**config.mk**
```make
export PLATFORM = sky130hd
export DESIGN_NAME = editor_fecha
export DESIGN_NICKNAME = d
export VERILOG_FILES = /design/src/rtl/editor_fecha_pkg.sv /design/src/rtl/editor_fecha_contador_bcd.sv /design/src/rtl/editor_fecha.sv
export SDC_FILE = /design/constraint.sdc
export NUM_CORES = 1
export LEC_CHECK = 0
export BUFFER_PORTS_ARGS = -buffer_cell sky130_fd_sc_hd__buf_2
export CAP_MARGIN = 20
export CORE_ASPECT_RATIO = 1.75
export CORE_MARGIN = 1
export CORE_UTILIZATION = 59
export DETAILED_ROUTE_END_ITERATION = 7
export GPL_TIMING_DRIVEN = 0
export HOLD_SLACK_MARGIN = 0.1
export MAX_ROUTING_LAYER = met4
export PLACE_DENSITY = 0.81
export RECOVER_POWER = 100
export SLEW_MARGIN = 15
export SYNTH_ARGS = -nofsm -noshare
export SYNTH_HDL_FRONTEND = slang
export SYNTH_SLANG_ARGS = --single-unit
```
**constraint.sdc**
```tcl
create_clock -name clock -period 4.4 [get_ports clock]
set_input_delay 0.44 -clock clock [delete_from_list [all_inputs] [get_ports clock]]
set_output_delay 0.44 -clock clock [all_outputs]
set_load 0.01 [all_outputs]
```
**src/rtl/editor_fecha_pkg.sv**
```systemverilog
// Shared constants, field codes and calendar helpers
// for the date editor and its BCD step counter.
package editor_fecha_pkg;

  typedef enum logic [1:0] {
    DIA  = 2'd0,
    MES  = 2'd1,
    YEAR = 2'd2
  } campo_t;

  localparam logic [7:0] HOLD_CYCLES = 8'd255;

  localparam logic [7:0] RST_DIA  = 8'h01;
  localparam logic [7:0] RST_MES  = 8'h01;
  localparam logic [7:0] RST_YEAR = 8'h16;

  localparam logic [7:0] DIA_MIN  = 8'h01;
  localparam logic [7:0] MES_MIN  = 8'h01;
  localparam logic [7:0] MES_MAX  = 8'h12;
  localparam logic [7:0] YEAR_MIN = 8'h00;
  localparam logic [7:0] YEAR_MAX = 8'h99;

  localparam logic [7:0] DIAS_31  = 8'h31;
  localparam logic [7:0] DIAS_30  = 8'h30;
  localparam logic [7:0] DIAS_FEB = 8'h28;
  localparam logic [7:0] DIAS_BIS = 8'h29;

  // Two-digit year; 00 counts as leap (2000).
  function automatic logic es_bisiesto(
    input logic [7:0] y
  );
    logic [6:0] v;
    v = 7'(y[7:4]) * 7'd10 + 7'(y[3:0]);
    return (v[1:0] == 2'b00);
  endfunction

  function automatic logic [7:0] max_dia(
    input logic [7:0] m,
    input logic [7:0] y
  );
    logic [7:0] r;
    case (m)
      8'h04, 8'h06,
      8'h09, 8'h11: r = DIAS_30;
      8'h02:        r = es_bisiesto(y) ?
                        DIAS_BIS : DIAS_FEB;
      default:      r = DIAS_31;
    endcase
    return r;
  endfunction

endpackage

```
**src/rtl/editor_fecha_contador_bcd.sv**
```systemverilog
// Two-digit packed BCD up/down step with wrap.
// Ports: i_val current, i_up/i_down step request,
// i_min/i_max wrap limits, o_val next value.
module contador_bcd (
  input  logic [7:0] i_val,
  input  logic       i_up,
  input  logic       i_down,
  input  logic [7:0] i_min,
  input  logic [7:0] i_max,
  output logic [7:0] o_val
);

  always_comb begin
    o_val = i_val;
    if (i_up && !i_down) begin
      if (i_val >= i_max)
        o_val = i_min;
      else if (i_val[3:0] == 4'd9)
        o_val = {i_val[7:4] + 4'd1, 4'd0};
      else
        o_val = {i_val[7:4], i_val[3:0] + 4'd1};
    end else if (i_down && !i_up) begin
      if (i_val <= i_min)
        o_val = i_max;
      else if (i_val[3:0] == 4'd0)
        o_val = {i_val[7:4] - 4'd1, 4'd9};
      else
        o_val = {i_val[7:4], i_val[3:0] - 4'd1};
    end
  end

endmodule

```
**src/rtl/editor_fecha.sv**
```systemverilog
// Date editor: buttons edit dia/mes/year in BCD,
// save emits chs and freezes values for 255 clocks.
// Ports: clock, reset (sync high), edit_en,
// btn_up/down/next/save levels; dia, mes, year,
// campo, chs, lock registered outputs.
module editor_fecha
  import editor_fecha_pkg::*;
(
  input  logic       clock,
  input  logic       reset,
  input  logic       edit_en,
  input  logic       btn_up,
  input  logic       btn_down,
  input  logic       btn_next,
  input  logic       btn_save,
  output logic [7:0] dia,
  output logic [7:0] mes,
  output logic [7:0] year,
  output logic [1:0] campo,
  output logic       chs,
  output logic       lock
);

  logic [7:0] r_dia;
  logic [7:0] r_mes;
  logic [7:0] r_year;
  campo_t     r_campo;
  logic       r_chs;
  logic       r_lock;
  logic [7:0] r_cnt;

  logic r_up_prev;
  logic r_down_prev;
  logic r_next_prev;
  logic r_save_prev;

  logic w_ev_up;
  logic w_ev_down;
  logic w_ev_next;
  logic w_ev_save;
  logic w_ok;
  logic w_save;
  logic w_next;
  logic w_up;
  logic w_down;
  logic [7:0] w_max;
  logic       w_clamp;
  campo_t     w_campo_nxt;

  logic [7:0] w_dia_nxt;
  logic [7:0] w_mes_nxt;
  logic [7:0] w_year_nxt;

  assign w_ev_up   = btn_up   & ~r_up_prev;
  assign w_ev_down = btn_down & ~r_down_prev;
  assign w_ev_next = btn_next & ~r_next_prev;
  assign w_ev_save = btn_save & ~r_save_prev;

  assign w_ok = edit_en & ~r_lock;

  // One action per clock; up+down cancels.
  assign w_save = w_ok & w_ev_save;
  assign w_next = w_ok & w_ev_next & ~w_ev_save;
  assign w_up   = w_ok & w_ev_up & ~w_ev_down
                & ~w_ev_save & ~w_ev_next;
  assign w_down = w_ok & w_ev_down & ~w_ev_up
                & ~w_ev_save & ~w_ev_next;

  // BCD ordering matches binary ordering.
  assign w_max   = max_dia(r_mes, r_year);
  assign w_clamp = (r_dia > w_max);

  always_comb begin
    w_campo_nxt = r_campo;
    if (w_next) begin
      unique case (r_campo)
        DIA:     w_campo_nxt = MES;
        MES:     w_campo_nxt = YEAR;
        default: w_campo_nxt = DIA;
      endcase
    end
  end

  contador_bcd u_dia (
    .i_val  (r_dia),
    .i_up   (w_up   & (r_campo == DIA)),
    .i_down (w_down & (r_campo == DIA)),
    .i_min  (DIA_MIN),
    .i_max  (w_max),
    .o_val  (w_dia_nxt)
  );

  contador_bcd u_mes (
    .i_val  (r_mes),
    .i_up   (w_up   & (r_campo == MES)),
    .i_down (w_down & (r_campo == MES)),
    .i_min  (MES_MIN),
    .i_max  (MES_MAX),
    .o_val  (w_mes_nxt)
  );

  contador_bcd u_year (
    .i_val  (r_year),
    .i_up   (w_up   & (r_campo == YEAR)),
    .i_down (w_down & (r_campo == YEAR)),
    .i_min  (YEAR_MIN),
    .i_max  (YEAR_MAX),
    .o_val  (w_year_nxt)
  );

  always_ff @(posedge clock) begin
    if (reset) begin
      r_dia       <= RST_DIA;
      r_mes       <= RST_MES;
      r_year      <= RST_YEAR;
      r_campo     <= DIA;
      r_chs       <= 1'b0;
      r_lock      <= 1'b0;
      r_cnt       <= 8'd0;
      // Held buttons must not fire on release of reset.
      r_up_prev   <= 1'b1;
      r_down_prev <= 1'b1;
      r_next_prev <= 1'b1;
      r_save_prev <= 1'b1;
    end else begin
      r_up_prev   <= btn_up;
      r_down_prev <= btn_down;
      r_next_prev <= btn_next;
      r_save_prev <= btn_save;
      r_chs       <= w_save;

      // Lock covers the save clock plus 254 more.
      if (r_lock) begin
        if (r_cnt == 8'd0)
          r_lock <= 1'b0;
        else
          r_cnt <= r_cnt - 8'd1;
      end else if (w_save) begin
        r_lock <= 1'b1;
        r_cnt  <= HOLD_CYCLES - 8'd1;
      end

      // Clamp still resolves on the save edge,
      // so frozen values are always legal.
      if (!r_lock) begin
        if (w_clamp)
          r_dia <= w_max;
        else
          r_dia <= w_dia_nxt;
        r_mes   <= w_mes_nxt;
        r_year  <= w_year_nxt;
        r_campo <= w_campo_nxt;
      end
    end
  end

  assign dia   = r_dia;
  assign mes   = r_mes;
  assign year  = r_year;
  assign campo = r_campo;
  assign chs   = r_chs;
  assign lock  = r_lock;

endmodule

```
==> summary.md <==
| Metric | Value |
|---|---|
| Outcome | finished, final reports clean |
| N_diodes | 0 |
| Initial antenna violation count | 0 |
| Total CTS buffers | 5 |
| Top-Level Pins | 35 |
| Final #Nets | 453 |
| Final min period | 3970 ps |
| Setup_tns | 0 ps |
| Root buf cell | clkbuf_8 |
| Worst slack, placed | 513 ps |
| Crit path launch type | flop |
| CP endpoint kind | flop |
| Endpoints failing setup | 0 |
| Dpl cell area | 3170 um2 |
| Core box area | 4750 um2 |
| Vias in the first global route | 2744 |
| CP required | 4630 ps |
| Worst-margin pin slew | 766 ps |
| Post-Synthesis Cells | 384 |
| Largest net degree at the start of global routing | 14 |
| R2R depth | 12 |
| Crit path kind | flop to flop |
| Drt via density | 6.37 |
| GRT Total Usage | 0.289 |
| WP buf/inv | 2 |
| Largest delay share family, worst path | simple AND/OR/NAND/NOR gates |
| Critical Path AT | 4200 ps |
| PortBufs | 34 |
| Yosys warnings | 0 |
| Asr flop ratio synth | 0 |
| Total die area | 5270 um2 |
| Maximum vdd drop | 0.000269 V |
| Max Slew Vio Count | 0 |
| Setup crit end | dia[7] |
| Leak Pwr | 0.00114 uW |
| CP Depth | 12 |
| HP Start | btn_save |
| Non-Filler Instances | 478 |
| Yosys reg bits | 40 |
| Design area | 3220 um2 |
| Starting Density | 0.618 |
| Most frequent cells in the layout | 49 x clkbuf_1, 40 x dfxtp_1, 34 x nor2_1 |
| Syn_nets | 412 |
| CTS clock-pin slew for the worst setup and hold paths | 90 ps |
| Maxcap violations | 0 |
| Share of layout cells above drive strength 1 | 0.0704 |
| CTS Buffer Depth | 2 |
| GR Overflow Total | 0 |
| Crit-path cells | inv_1, ha_1, or3b_2, and4b_1, inv_1, ha_1, o211ai_1, o211ai_1, nand2_1, o21a_1, or4_1, a21oi_1 |
| Beginning of the critical path | mes[5] |
| Unrepaired setup endpoints after global routing | no |
| Most common cell after layout, fill and taps aside | clkbuf_1 |
| Final hold viol count | 0 |
| H-tree depth | 2 |
| Synthesized area | 2940 um2 |
| Worst stage delay on the critical path | 550 ps |
| Avg Cell Area, Syn | 7.65 um2 |
| Setup ws final | 433 ps |
| Placed cell count | 470 |
| ANT nets after route | 0 |
| Final HPWL DP | 5.53 mm |
| Reg-to-reg critical path endpoint | dia[7] |
| Rows | 33 |
| Max FO, Critical Path | 9 |
| Period utilization | 0.902 |
| Register area share after synthesis | 0.273 |
| Post-synth EDFFs | 0 |
| Hold Path Class | input pin to flop |
| DRC viols | 0 |
| Final GP Congestion | 0.928 |
| Crit-path slowest cell | or4_1 |
| Layout area overhead | 9.71% |
| Iter 0 DRT Violations | 164 |
| Final wirelength | 7.37 mm |
| Clock latency on the worst-skew pair | 290 ps |
| Reg2Reg Setup Slack | 430 ps |
| PwrDens | 239 nW/um2 |
| Total number of vias | 3044 |
| Number of setup buffers added after CTS | 0 |
| Slew HR | 0.485 |
| Overall die width | 55.3 um |
| Library cells used by synthesis | 64 |
| Max Fclk | 252 MHz |
| Reg2reg start | mes[5] |
| Hold_buf cts | 0 |
| Sink Count | 40 |
| CTS resizes | 0 |
| Chip height | 95.3 um |
| Clock Skews | 8.07 ps |
| Overall power | 772 uW |
| Avg WL per Cell | 15.4 um |
| Top_reg_cell synth | dfxtp_1 |
| CTS tree | yes |
| First-pass GRT wire length | 12.0 mm |
| 1st-pass router iterations | 4 |
state kept, by name, indices dropped and copies added (netlist names):
register	flops
campo	2
r_up_prev	1
lock	1
year	8
r_cnt	8
chs	1
r_down_prev	1
dia	8
mes	8
r_save_prev	1
r_next_prev	1
Yosys cell counts, types with 5 or more instances:
master    number  area [um2]
a211oi_1       7        52.6
a21oi_1       32         160
a31oi_1        6        37.5
clkbuf_1      20        75.1
dfxtp_1       40         801
ha_1          21         263
inv_1         21        78.8
nand2_1       26        97.6
nand2b_1       7        43.8
nand3_1        6        30.0
nand3b_1       5        37.5
nand4_1        6        37.5
nor2_1        34         128
nor3_1        22         110
o21ai_0       25         125
o31ai_1        5        37.5
or2_2          7        43.8
or3_1          7        43.8
xnor2_1        5        43.8
xor2_1         5        43.8
worst min-delay path by stage:
stage	end	cells after the start
2_1_floorplan	r_cnt[0]	3
3_3_place_gp	dia[7]	2
3_5_place_dp	dia[7]	2
4_1_cts	r_down_prev	2
5_1_grt	r_save_prev	2
6_report	r_save_prev	2
stage by stage:
stage | hold slack, ps | utilization
2_1_floorplan | 519 | -
6_report | 341 | 0.679
4_1_cts | 336 | 0.689
3_5_place_dp | 505 | 0.668
5_1_grt | 338 | 0.679
3_3_place_gp | 483 | 0.668
layout make-up:
cell class	instances	area, um2
plain buffers	20	75.1
clock buffers	6	82.6
clock inverters	2	15.0
fillers	443	1530
inverters	21	78.8
multi-input cells	303	1970
flip-flops and latches	40	801
well taps	52	65.1
repair buffers	34	134
where the power goes:
part | internal (uW) | total [uW] | switching [uW]
clock | 127 | 263 | 136
sequential | 373 | 384 | 10.7
combinational | 49.8 | 125 | 74.8
cell families (layout without fill, tap and decap cells):
family	Yosys count	count (layout)	synth area share
buffers and inverters	41	83	0.0524
AO/OA/AOI/OAI	116	116	0.258
AND/OR/NAND/NOR	152	152	0.284
flip-flops	40	40	0.273
multiplexers	4	4	0.0136
adder cells (fa/ha/maj)	21	21	0.0895
XOR/XNOR	10	10	0.0298
routing by layer:
layer / routed length [um] / GRT usage
met1: 2940 / 0.303
met2: 3980 / 0.528
met3: 205 / 0.0312
met4: 235 / 0.152
met5: 0 / -
(Power assumes the default switching activity.)
